<file path="src/rtl/stim_seq_pkg.sv">
`default_nettype none
// +----------------------------------------------------------------------------+
// | stim_seq_pkg                                                               |
// | Opcode/state encodings and width helpers for the stimulus sequencer.       |
// | Rev 1.0                                                                    |
// +----------------------------------------------------------------------------+
package stim_seq_pkg;

  localparam int OP_W = 3;

  typedef enum logic [2:0] {
    OP_NOP      = 3'd0,
    OP_SET      = 3'd1,
    OP_SEND     = 3'd2,
    OP_SEND_BLK = 3'd3,
    OP_WAIT     = 3'd4,
    OP_END      = 3'd5
  } op_t;

  typedef enum logic [2:0] {
    ST_IDLE  = 3'd0,
    ST_FETCH = 3'd1,
    ST_EXEC  = 3'd2,
    ST_DELAY = 3'd3,
    ST_SENDW = 3'd4
  } state_t;

  function automatic int max_int(input int a, input int b);
    return (a > b) ? a : b;
  endfunction

  function automatic int ch_width(input int nch);
    return (nch > 1) ? $clog2(nch) : 1;
  endfunction

  // Entry layout is {op, ch, arg}: these give the low bit of each upper field.
  function automatic int ch_lsb(input int dw);
    return dw;
  endfunction

  function automatic int op_lsb(input int dw, input int cw);
    return dw + cw;
  endfunction

endpackage
`default_nettype wire

</file>
<file path="src/rtl/stim_seq_mem.sv">
`default_nettype none
// +----------------------------------------------------------------------------+
// | stim_seq_mem                                                               |
// | Single-write, synchronous-read script RAM (contents are never reset).      |
// | Rev 1.0                                                                    |
// +----------------------------------------------------------------------------+
module stim_seq_mem #(
  parameter int DEPTH = 32,
  parameter int EW    = 21,
  localparam int AW   = $clog2(DEPTH)
) (
  input  logic          clk,
  input  logic          i_we,
  input  logic [AW-1:0] i_waddr,
  input  logic [EW-1:0] i_wdata,
  input  logic [AW-1:0] i_raddr,
  output logic [EW-1:0] o_rdata
);

  logic [EW-1:0] r_mem [DEPTH];
  logic [EW-1:0] r_rdata;

  always_ff @(posedge clk) begin
    if (i_we) r_mem[i_waddr] <= i_wdata;
    r_rdata <= r_mem[i_raddr];
  end

  assign o_rdata = r_rdata;

endmodule
`default_nettype wire

</file>
<file path="src/rtl/stim_sequencer.sv">
`default_nettype none
// +----------------------------------------------------------------------------+
// | stim_sequencer                                                             |
// | Script-driven stimulus/UART-command sequencer: SET, SEND, SEND_BLK, WAIT.  |
// | Rev 1.0                                                                    |
// +----------------------------------------------------------------------------+
module stim_sequencer
  import stim_seq_pkg::*;
#(
  parameter int NCH     = 4,
  parameter int DW      = 16,
  parameter int DEPTH   = 32,
  parameter int TIMEOUT = 2**20,
  localparam int AW     = $clog2(DEPTH),
  localparam int CW     = ch_width(NCH),
  localparam int EW     = OP_W + CW + DW
) (
  input  logic              clk,
  input  logic              RST,
  input  logic              wr_en,
  input  logic [AW-1:0]     wr_addr,
  input  logic [EW-1:0]     wr_data,
  input  logic              start,
  input  logic              abort,
  input  logic              cmd_sent,
  output logic [7:0]        cmd,
  output logic              send_cmd,
  output logic [NCH*DW-1:0] chan_val,
  output logic              busy,
  output logic              done,
  output logic              err,
  output logic [AW-1:0]     pc
);

  localparam int              CNTW      = max_int(DW, $clog2(TIMEOUT + 1));
  localparam logic [AW-1:0]   c_last_pc = AW'(DEPTH - 1);
  localparam logic [CNTW-1:0] c_to_last = CNTW'(TIMEOUT - 1);

  state_t          r_state, w_state_nxt;
  logic [AW-1:0]   r_pc;
  logic [CNTW-1:0] r_cnt, w_cnt_nxt;
  logic [EW-1:0]   w_rd_data;
  logic [DW-1:0]   r_chan [NCH];
  logic [7:0]      r_cmd;
  logic            r_send, r_done, r_err, r_sent_prev;
  logic            w_send_nxt, w_done_nxt, w_err_set, w_err_clr;
  logic            w_pc_clr, w_pc_inc, w_chan_we, w_cmd_ld, w_adv;
  logic [2:0]      w_op;
  logic [CW-1:0]   w_ch;
  logic [DW-1:0]   w_arg;
  logic            w_ch_bad, w_rise;

  stim_seq_mem #(.DEPTH(DEPTH), .EW(EW)) u_mem (
    .clk     (clk),
    .i_we    (wr_en && (r_state == ST_IDLE)),
    .i_waddr (wr_addr),
    .i_wdata (wr_data),
    .i_raddr (r_pc),
    .o_rdata (w_rd_data)
  );

  assign w_op     = w_rd_data[op_lsb(DW, CW) +: OP_W];
  assign w_ch     = w_rd_data[ch_lsb(DW) +: CW];
  assign w_arg    = w_rd_data[DW-1:0];
  assign w_ch_bad = (int'(w_ch) >= NCH);
  // Only a rise seen while the request is already up counts as completion.
  assign w_rise   = cmd_sent && !r_sent_prev && r_send;

  always_ff @(posedge clk or posedge RST) begin
    if (RST) r_state <= ST_IDLE;
    else     r_state <= w_state_nxt;
  end

  always_comb begin
    w_state_nxt = r_state;
    w_cnt_nxt   = r_cnt;
    w_send_nxt  = 1'b0;
    w_done_nxt  = 1'b0;
    w_err_set   = 1'b0;
    w_err_clr   = 1'b0;
    w_pc_clr    = 1'b0;
    w_pc_inc    = 1'b0;
    w_chan_we   = 1'b0;
    w_cmd_ld    = 1'b0;
    w_adv       = 1'b0;
    case (r_state)
      ST_IDLE: if (start) begin
        w_state_nxt = ST_FETCH;
        w_pc_clr    = 1'b1;
        w_err_clr   = 1'b1;
      end
      ST_FETCH: w_state_nxt = ST_EXEC;
      ST_EXEC: begin
        case (w_op)
          OP_NOP: w_adv = 1'b1;
          OP_SET: if (w_ch_bad) begin
            w_err_set   = 1'b1;
            w_state_nxt = ST_IDLE;
          end else begin
            w_chan_we = 1'b1;
            w_adv     = 1'b1;
          end
          OP_SEND: begin
            w_cmd_ld   = 1'b1;
            w_send_nxt = 1'b1;
            w_adv      = 1'b1;
          end
          OP_SEND_BLK: begin
            w_cmd_ld    = 1'b1;
            w_send_nxt  = 1'b1;
            w_cnt_nxt   = '0;
            w_state_nxt = ST_SENDW;
          end
          OP_WAIT: if (w_arg == '0) begin
            w_adv = 1'b1;
          end else begin
            w_cnt_nxt   = CNTW'(w_arg);
            w_state_nxt = ST_DELAY;
          end
          OP_END: begin
            w_done_nxt  = 1'b1;
            w_state_nxt = ST_IDLE;
          end
          default: begin
            w_err_set   = 1'b1;
            w_state_nxt = ST_IDLE;
          end
        endcase
      end
      ST_DELAY: begin
        w_cnt_nxt = r_cnt - CNTW'(1);
        if (r_cnt == CNTW'(1)) w_adv = 1'b1;
      end
      ST_SENDW: begin
        if (w_rise) begin
          w_adv = 1'b1;
        end else if (r_cnt == c_to_last) begin
          w_err_set   = 1'b1;
          w_state_nxt = ST_IDLE;
        end else begin
          w_send_nxt = 1'b1;
          w_cnt_nxt  = r_cnt + CNTW'(1);
        end
      end
      default: w_state_nxt = ST_IDLE;
    endcase

    // Finishing the last entry ends the script; pc never wraps.
    if (w_adv) begin
      if (r_pc == c_last_pc) begin
        w_done_nxt  = 1'b1;
        w_state_nxt = ST_IDLE;
      end else begin
        w_pc_inc    = 1'b1;
        w_state_nxt = ST_FETCH;
      end
    end

    if (abort) begin
      w_state_nxt = ST_IDLE;
      w_send_nxt  = 1'b0;
      w_done_nxt  = 1'b0;
      w_err_set   = 1'b0;
      w_err_clr   = 1'b0;
      w_pc_clr    = 1'b0;
      w_pc_inc    = 1'b0;
      w_chan_we   = 1'b0;
      w_cmd_ld    = 1'b0;
    end
  end

  always_ff @(posedge clk or posedge RST) begin
    if (RST) begin
      r_pc        <= '0;
      r_cnt       <= '0;
      r_cmd       <= '0;
      r_send      <= 1'b0;
      r_done      <= 1'b0;
      r_err       <= 1'b0;
      r_sent_prev <= 1'b0;
      for (int k = 0; k < NCH; k++) r_chan[k] <= '0;
    end else begin
      r_sent_prev <= cmd_sent;
      r_send      <= w_send_nxt;
      r_done      <= w_done_nxt;
      r_cnt       <= w_cnt_nxt;
      if (w_pc_clr)      r_pc <= '0;
      else if (w_pc_inc) r_pc <= r_pc + AW'(1);
      if (w_err_clr)      r_err <= 1'b0;
      else if (w_err_set) r_err <= 1'b1;
      if (w_cmd_ld) r_cmd <= w_arg[7:0];
      for (int k = 0; k < NCH; k++) begin
        if (w_chan_we && (int'(w_ch) == k)) r_chan[k] <= w_arg;
      end
    end
  end

  for (genvar k = 0; k < NCH; k++) begin : g_chan
    assign chan_val[k*DW +: DW] = r_chan[k];
  end

  assign cmd      = r_cmd;
  assign send_cmd = r_send;
  assign busy     = (r_state != ST_IDLE);
  assign done     = r_done;
  assign err      = r_err;
  assign pc       = r_pc;

endmodule
`default_nettype wire

</file>
<file path="config.mk">
export PLATFORM = sky130hd
export DESIGN_NAME = stim_sequencer
export DESIGN_NICKNAME = d
export VERILOG_FILES = /design/src/rtl/stim_seq_pkg.sv /design/src/rtl/stim_seq_mem.sv /design/src/rtl/stim_sequencer.sv
export SDC_FILE = /design/constraint.sdc
export NUM_CORES = 1
export LEC_CHECK = 0
export BUFFER_PORTS_ARGS = -buffer_cell sky130_fd_sc_hd__clkbuf_2
export CORE_MARGIN = 5
export CORE_UTILIZATION = 24
export DETAILED_ROUTE_END_ITERATION = 10
export PLACE_DENSITY = 0.37
export SLEW_MARGIN = 20
export SYNTH_ARGS = -nofsm -noshare
export SYNTH_HDL_FRONTEND = slang
export SYNTH_SLANG_ARGS = --single-unit
</file>
<file path="constraint.sdc">
create_clock -name clk -period 3.7 [get_ports clk]
set_input_delay 1.11 -clock clk [delete_from_list [all_inputs] [get_ports clk]]
set_output_delay 1.11 -clock clk [all_outputs]
set_load 0.1 [all_outputs]
</file>
==> results of run 1 <==
worst min-delay path by stage:
stage	start	to	slack [ns]	depth (start not counted)
2_1_floorplan	u_mem.o_rdata[4]	r_cnt[4]	0.47	2
3_3_place_gp	err	err	0.48	1
3_5_place_dp	err	err	0.49	1
4_1_cts	RST	cmd[3]	0.36	2
5_1_grt	RST	chan_val[35]	0.39	2
6_report	RST	chan_val[34]	0.41	2
cells in the final DEF (no fill, tap or decap), types with 10 or more instances in the layout:
cell type | Yosys | layout
dfrtp_1 | 105 | 100
nor4_1 | 11 | 11
nor2_4 | 0 | 32
a31oi_1 | 10 | 10
mux4_2 | 210 | 210
buf_4 | 0 | 58
nor3_1 | 22 | 22
a21oi_1 | 25 | 25
clkbuf_16 | 0 | 94
mux2_2 | 93 | 93
clkinv_2 | 0 | 13
dfxtp_1 | 21 | 21
nor2_1 | 67 | 35
clkbuf_2 | 0 | 112
clkinv_1 | 0 | 18
o21ai_0 | 17 | 17
nand3_1 | 17 | 17
clkbuf_1 | 57 | 18
edfxtp_1 | 672 | 672
nand2_1 | 37 | 37
buf_12 | 0 | 33
power groups by stage:
stage,logic (uW),clock network (uW),registers (uW)
floorplan,1510,0,11300
global placement,3330,0,10500
detailed placement,3330,0,10600
CTS,3330,9400,10400
global route,3480,9760,10400
finish,3270,9070,10400
routing by layer:
metal,global-route usage (%),part of all wire (%)
met4,3.00,2.1
met3,2.38,4.1
met2,21.7,48
met5,0,0
met1,18.2,46
registers in the layout (all words and copies together) (netlist names):
register / flops
pc: 5
err: 1
u_mem.r_mem: 672
u_mem.o_rdata: 21
chan_val: 64
r_state: 3
r_cnt: 21
done: 1
cmd: 8
send_cmd: 1
r_sent_prev: 1
kinds of logic after synthesis:
family	Yosys count	share of synthesized area, %
flops	798	74.3
mux	305	18.5
simple gates	213	3.49
compound gates	109	2.34
buf+inv	89	1.13
fa+ha+maj	5	0.200
xor+xnor	2	0.0560
metrics by stage:
| step | util (%) | setup slack (ns) |
|---|---|---|
| 6_report | 29.4 | 0.349 |
| 3_5_place_dp | 27.1 | 0.562 |
| 3_3_place_gp | 27.1 | 0.569 |
| 4_1_cts | 29.4 | 0.238 |
| 5_1_grt | 29.4 | 0.226 |
| 2_1_floorplan | - | 0.564 |
cell type report:
type                    count  share of cell area, %
inverters                   6                 0.0690
repair buffers            203                   4.35
well taps                1742                   5.72
diodes                      1                0.00657
clock buffers             119                   6.61
clock inverters            49                   1.37
multi-input cells         634                   20.9
flip-flops and latches    798                   61.0
worst reg2reg max path: stages (launching register included):
cell      delay (ns)
dfrtp_1         0.56
ha_1            0.29
and3_1          0.26
nand3_1         0.29
o41a_1          0.58
o21bai_2        0.16
buf_4           0.34
a21oi_1         0.09
o22a_1          0.19
==> impl_metrics.csv, run 1 <==
group,metric,value,unit
status,status,"finished, final reports clean",
setup_path,path_cells,"clkbuf_2",
synth,synth_seq_cells,798,
setup_path,slowest_delay,0.96,ns
setup_path,worst-r2r-cell-count,8,
pwr,ir_worst_vdd,277,uV
global_routing,grt_antenna_before_repair,8,
synth,synth_area,31300,um^2
clock_tree,clock_path_buffers,3,
sta,tightest_slew,0.910,ns
setup_path,crit_arrival,2.24,ns
place,gp_congestion,0.741,
global_routing,first_global_vias,17000,
synth,synthTopCellsByArea,"edfxtp_1 65%, mux4_2 15%, dfrtp_1 8.4%, mux2_2 3.3%, dfxtp_1 1.3%",
pwr,p_leak,0.0123,uW
floorplan,die_area,138000,um^2
global_routing,grt.overflow.total,0,
synth,syn_inst,1521,
setup_path,setup.worst_path.start,"pc[1]",
layout,area_growth,21.8,%
place,place_inst,3383,
place,numPortBuffers,112,
sta,hold_viol,0,
setup_path,worstSetupEndpoint,"pc[1]",
layout,fin_area,38100,um^2
clock_tree,cts_buffers,91,
synth,ys_seq_area_share,74.3,%
sta,finalSetupViolCount,0,
setup_path,reg2reg_to,"r_cnt[7]",
floorplan,core.rowCount,132,
clock_tree,path_clk_slew,0.06,ns
setup_path,worstSetupPathDepth,1,
routing,wl_per_cell,25.7,um
clock_tree,cts.repair.resized,0,
sta,rsz0062_at_grt,"no",
pwr,clkPwrFrac,40.0,%
layout,layout.cells.non_filler,3552,
synth,yosysTopAreaCell,"edfxtp_1",
floorplan,num_io_pins,113,
run,drv_cap,0,
routing,drt-initial-drc-count,1060,
clock_tree,cts_tree,"built",
layout,nNetsFinal,1771,
sta,period_needed,3.35,ns
clock_tree,h-tree-depth,3,
setup_path,crit_type,"reg2out",
layout,final-seq-area,23200,um^2
routing,firstDrtPassIters,5,
routing,drc,0,
sta,skew,0.0229,ns
setup_path,r2r-start,"r_cnt[0]",
synth,async_flop_share,13.2,%
sta,max_freq,298,MHz
layout,multi_input_area,7940,um^2
routing,routed-via-count,15900,
routing,drt_wl_total,91200,um
pwr,intPower,16500,uW
sta,slew_headroom,39.2,%
synth,synth_top_area_share,64.5,%
pwr,power.density,596,nW/um^2
setup_path,required,2.59,ns
global_routing,grt_pass1_wl,130000,um
routing,vias_per_cell,4.49,
clock_tree,cts_setup_buffers,0,
min_path,hold_class,"in2async",
pwr,p_sw,6220,uW
setup_path,path_delay_family,"flip-flops",
global_routing,grt_util_all_layers,13.2,%
setup_path,rrSetupSlack,0.82,ns
setup_path,cp-end-kind,"primary output",
sta,finalCritPeriodShare,90.6,%
synth,ys.flop_type,"edfxtp_1",
global_routing,grt_max_degree,50,
floorplan,fp.dieH,371,um
clock_tree,clk_latency,0.66,ns
place,hpwl,55500,um
synth,synth.top_cells.by_count,"672 x edfxtp_1, 210 x mux4_2, 105 x dfrtp_1, 93 x mux2_2, 67 x nor2_1",
layout,nFillCells,12800,
synth,avgSynthCellArea,20.6,um^2
place,place_area,35000,um^2
setup_path,crit_fanout,40,
synth,synth_fp_nets,1558,
clock_tree,cts_root_buf,"clkbuf_16",
floorplan,core_area,129000,um^2
pwr,seqPwrFrac,45.7,%
setup_path,start_kind,"register",
floorplan,start_util,24.2,%
pwr,switching_share,27.4,%
layout,drive_gt1_share,38.1,%
sta,drv_slew,0,
setup_path,critPathSlowestCell,"dfrtp_4",
sta,holdWs,0.408,ns
sta,finalSetupTns,0,ns
synth,yosysMostFrequentCell,"edfxtp_1",
setup_path,cp_num_buf_inv,1,
pwr,power,22700,uW
clock_tree,cts_hold_buffers,0,
pwr,p_comb_share,14.4,%
floorplan,die_w,371,um
synth,yosys_warnings,0,
clock_tree,cts_sinks,798,
synth,netlist-cell-type-count,62,
routing,ant_nets,0,
synth,synth_edf_count,672,
(Power assumes the default switching activity.)
==> run 2: changes to the inputs <==
Settings changed: BUFFER_PORTS_ARGS -buffer_cell sky130_fd_sc_hd__clkbuf_2 to -buffer_cell sky130_fd_sc_hd__buf_2, CORE_UTILIZATION 24 to 45, PLACE_DENSITY 0.37 to 0.61.
==> impl_metrics.csv, run 2 (synthesis results as in run 1) <==
group,metric,value,unit
sta,finalCritPeriodShare,84.6,%
routing,wl_per_cell,26.8,um
sta,drv_slew,0,
setup_path,start_kind,"register",
layout,fin_util,53.0,%
layout,largest_register_ffs,672,
clock_tree,cts_hold_buffers,0,
setup_path,crit_fanout,28,
clock_tree,h-tree-depth,3,
routing,drc,0,
floorplan,die_area,74900,um^2
clock_tree,cts_buffers,83,
place,place_ws,0.731,ns
routing,vias_per_cell,5.83,
place,hpwl,45600,um
floorplan,start_util,45.4,%
setup_path,critPathSlowestCell,"dfrtp_4",
clock_tree,cts_sinks,798,
layout,layout.cells.non_filler,2728,
status,status,"finished, final reports clean",
sta,finalSetupTns,0,ns
run,drv_cap,0,
global_routing,grt.overflow.total,0,
sta,max_freq,320,MHz
clock_tree,cts_setup_buffers,0,
sta,slew_headroom,41.5,%
sta,hold_viol,0,
sta,skew,0.0228,ns
sta,holdWs,0.496,ns
routing,ant_nets,0,
global_routing,grt_pass1_wl,109000,um
setup_path,crit_type,"reg2out",
global_routing,grt_util_all_layers,19.6,%
layout,nNetsFinal,1766,
floorplan,core.rowCount,96,
floorplan,num_io_pins,113,
layout,area_growth,16.6,%
clock_tree,clk_latency,0.63,ns
clock_tree,path_clk_slew,0.06,ns
layout,mostFrequentLayoutCells,"672 x edfxtp_1, 210 x mux4_2, 112 x buf_2",
routing,drt_wl_total,73100,um
pwr,ir_worst_vdd,540,uV
layout,top_register,"u_mem.r_mem",
min_path,hold_class,"reg2reg",
sta,tightest_slew,0.878,ns
floorplan,core_area,68800,um^2
layout,drive_gt1_share,38.3,%
clock_tree,clock_path_buffers,3,
setup_path,path_cells,"buf_2",
global_routing,grt_max_degree,57,
place,place_inst,2575,
layout,final_common_cell,"edfxtp_1",
setup_path,required,2.59,ns
clock_tree,cts_root_buf,"clkbuf_16",
setup_path,slowest_delay,0.83,ns
setup_path,cp_num_buf_inv,1,
pwr,p_leak,0.0123,uW
setup_path,cp-end-kind,"primary output",
place,gp_congestion,0.865,
sta,rsz0062_at_grt,"no",
place,numPortBuffers,112,
routing,drt-initial-drc-count,1519,
setup_path,path_delay_family,"flip-flops",
global_routing,first_global_vias,16400,
sta,setup_ws,0.571,ns
pwr,power.density,601,nW/um^2
clock_tree,cts.repair.resized,0,
sta,period_needed,3.13,ns
routing,routed-via-count,15900,
global_routing,grt_antenna_before_repair,6,
clock_tree,cts_tree,"built",
floorplan,die_w,274,um
floorplan,fp.dieH,274,um
setup_path,crit_arrival,2.02,ns
routing,firstDrtPassIters,5,
sta,finalSetupViolCount,0,
[run 2: cell types whose count changed in the layout (fill, tap and decap cells not counted), moves of 10 or more]
cell       before  now
buf_2           0  112
clkbuf_2      112    0
nor2_2          0   32
nor2_4         32    0
buf_4          58   78
buf_12         33   16
clkbuf_16      94   84
clkinv_1       18    8
[run 2: final timing paths]
kind                          start           end  slack (ns)  cells after the start
min reg2reg                     err           err        0.50                      1
max reg2reg                r_cnt[0]     r_cnt[16]        0.89                      8
min                             err           err        0.50                      1
min in group asynchronous       RST  chan_val[58]        0.55                      2
max                           pc[0]         pc[0]        0.57                      1
max in group asynchronous       RST         pc[1]        2.43                      3
[run 2: layer usage]
| layer | share of wire (%) | GRT usage [%] |
|---|---|---|
| met2 | 50 | 32.2 |
| met5 | 0 | 0 |
| met4 | 2.1 | 4.79 |
| met1 | 42 | 27.5 |
| met3 | 5.9 | 3.61 |
[run 2: layout make-up]
type                    instances  area (um^2)
well taps                     931         1160
multi-input cells             634         7780
fillers                      5350        32300
flip-flops and latches        798        23200
clock buffers                 107         2270
inverters                       6         26.3
repair buffers                206         1470
clock inverters                45          524
diodes                          1         2.50
[run 2: through the flow]
step / total power (uW) / instance area (um^2)
after floorplan: 12800 / 31300
after global placement: 13600 / 33700
after detailed placement: 13700 / 33700
after CTS: 22200 / 36500
after global routing: 22700 / 36500
final: 21900 / 36500
[run 2: power by group]
group | switching, uW | internal, uW
logic | 2020 | 1060
clock network | 3410 | 5050
registers | 362 | 10000
==> run 3: changes to the inputs <==
Settings changed: PLACE_DENSITY 0.61 to 0.59.
Clock period 3.7 ns to 2.95 ns, I/O delays scaled along.
==> impl_metrics.csv, run 3 (synthesis results as in run 1) <==
group,metric,value,unit
clock_tree,cts_sinks,798,
routing,firstDrtPassIters,5,
global_routing,grt_antenna_before_repair,6,
setup_path,cp_num_buf_inv,3,
floorplan,core.rowCount,96,
sta,slew_headroom,45.8,%
setup_path,crit_fanout,11,
layout,final_common_cell,"edfxtp_1",
status,status,"finished, final reports clean",
floorplan,fp.dieH,274,um
global_routing,grt_util_all_layers,20.2,%
layout,fin_area,36900,um^2
sta,holdWs,0.317,ns
routing,drt-initial-drc-count,1452,
routing,drc,0,
routing,vias_per_cell,5.82,
clock_tree,cts_root_buf,"clkbuf_16",
layout,drive_gt1_share,39.0,%
place,gp_congestion,0.838,
floorplan,die_area,74900,um^2
clock_tree,clock_path_buffers,3,
floorplan,die_w,274,um
setup_path,crit_type,"reg2out",
clock_tree,cts_setup_buffers,0,
clock_tree,path_clk_slew,0.06,ns
setup_path,start_kind,"register",
layout,area_growth,17.9,%
sta,rsz0062_at_grt,"no",
sta,max_freq,353,MHz
routing,ant_nets,0,
pwr,p_leak,0.0124,uW
clock_tree,cts_buffers,84,
layout,largest_register_ffs,672,
global_routing,grt_max_degree,54,
place,numPortBuffers,112,
pwr,ir_worst_vdd,669,uV
setup_path,crit_arrival,1.95,ns
min_path,hold_class,"in2async",
setup_path,path_delay_family,"buffers and inverters",
layout,top_register,"u_mem.r_mem",
global_routing,grt_pass1_wl,111000,um
run,drv_cap,0,
clock_tree,h-tree-depth,3,
setup_path,slowest_delay,0.48,ns
sta,period_needed,2.83,ns
place,hpwl,46500,um
sta,hold_viol,0,
setup_path,required,2.07,ns
pwr,power,28100,uW
setup_path,cp-end-kind,"primary output",
layout,nNetsFinal,1783,
clock_tree,cts_tree,"built",
clock_tree,clk_latency,0.63,ns
sta,finalSetupViolCount,0,
sta,finalCritPeriodShare,96.0,%
global_routing,grt.overflow.total,0,
routing,routed-via-count,16000,
layout,mostFrequentLayoutCells,"672 x edfxtp_1, 210 x mux4_2, 110 x buf_2",
sta,skew,0.0165,ns
clock_tree,cts.repair.resized,0,
floorplan,core_area,68800,um^2
setup_path,path_cells,"nor3_1, buf_4, inv_1, clkbuf_4",
sta,drv_slew,0,
global_routing,first_global_vias,16400,
place,place_area,33900,um^2
routing,drt_wl_total,74900,um
sta,finalSetupTns,0,ns
sta,tightest_slew,0.812,ns
setup_path,critPathSlowestCell,"dfrtp_1",
pwr,power.density,761,nW/um^2
routing,wl_per_cell,27.2,um
floorplan,start_util,45.4,%
clock_tree,cts_hold_buffers,0,
floorplan,num_io_pins,113,
-- run 3: cell types whose count changed in the layout (fill, tap and decap cells not counted), sizes merged --
| cell | delta |
|---|---|
| buf | +15 |
| bufinv | +2 |
| clkinvlp | +1 |
| diode | +2 |
| clkbuf | +3 |
| clkinv | -2 |
-- run 3: report_power, final --
group	switching [uW]	internal [uW]
clock network	4300	6790
registers	377	12600
logic	2640	1400
total	7320	20800
-- run 3: metal layers --
metal	vias up	GRT usage [%]	wire, um
met3	99	3.85	5070
met1	8553	28.7	31300
met4	2	5.23	1480
met5	-	0	7
met2	554	32.9	37100
li1	6797	-	-
-- run 3: cell type report --
| cell class | instances | area (um^2) |
|---|---|---|
| Clock buffer | 109 | 2390 |
| Timing Repair Buffer | 222 | 1620 |
| Tap cell | 931 | 1160 |
| Clock inverter | 46 | 563 |
| Multi-Input combinational cell | 634 | 7880 |
| Antenna cell | 3 | 7.51 |
| Inverter | 6 | 26.3 |
| Sequential cell | 798 | 23200 |
| Fill cell | 5306 | 31900 |
-- run 3: worst reg2reg max path, stage by stage, from the launching register on --
cell,delay [ns]
dfrtp_1,0.48
nor3_1,0.23
buf_4,0.23
nand2_1,0.11
or3_1,0.66
nor2_2,0.26
buf_4,0.30
-- run 3: path summary, 6_finish.rpt --
kind	from	endpoint	slack [ns]	cells after the start
max	r_state[2]	busy	0.12	4
min	RST	chan_val[8]	0.32	2
max reg2reg	r_state[2]	u_mem.r_mem[12][11]	0.36	6
min reg2reg	err	err	0.50	1
max in group asynchronous	RST	pc[1]	1.95	3
min in group clk	cmd_sent	r_sent_prev	0.38	1
-- run 3: per-stage QoR --
step / setup slack, ns / utilization [%] / cells
2_1_floorplan: 0.0543 / - / 1521
3_3_place_gp: 0.343 / 49.3 / 2591
3_5_place_dp: 0.346 / 49.3 / 2591
4_1_cts: 0.0368 / 53.6 / 2746
5_1_grt: 0.0220 / 53.6 / 2748
6_report: 0.119 / 53.6 / 2749
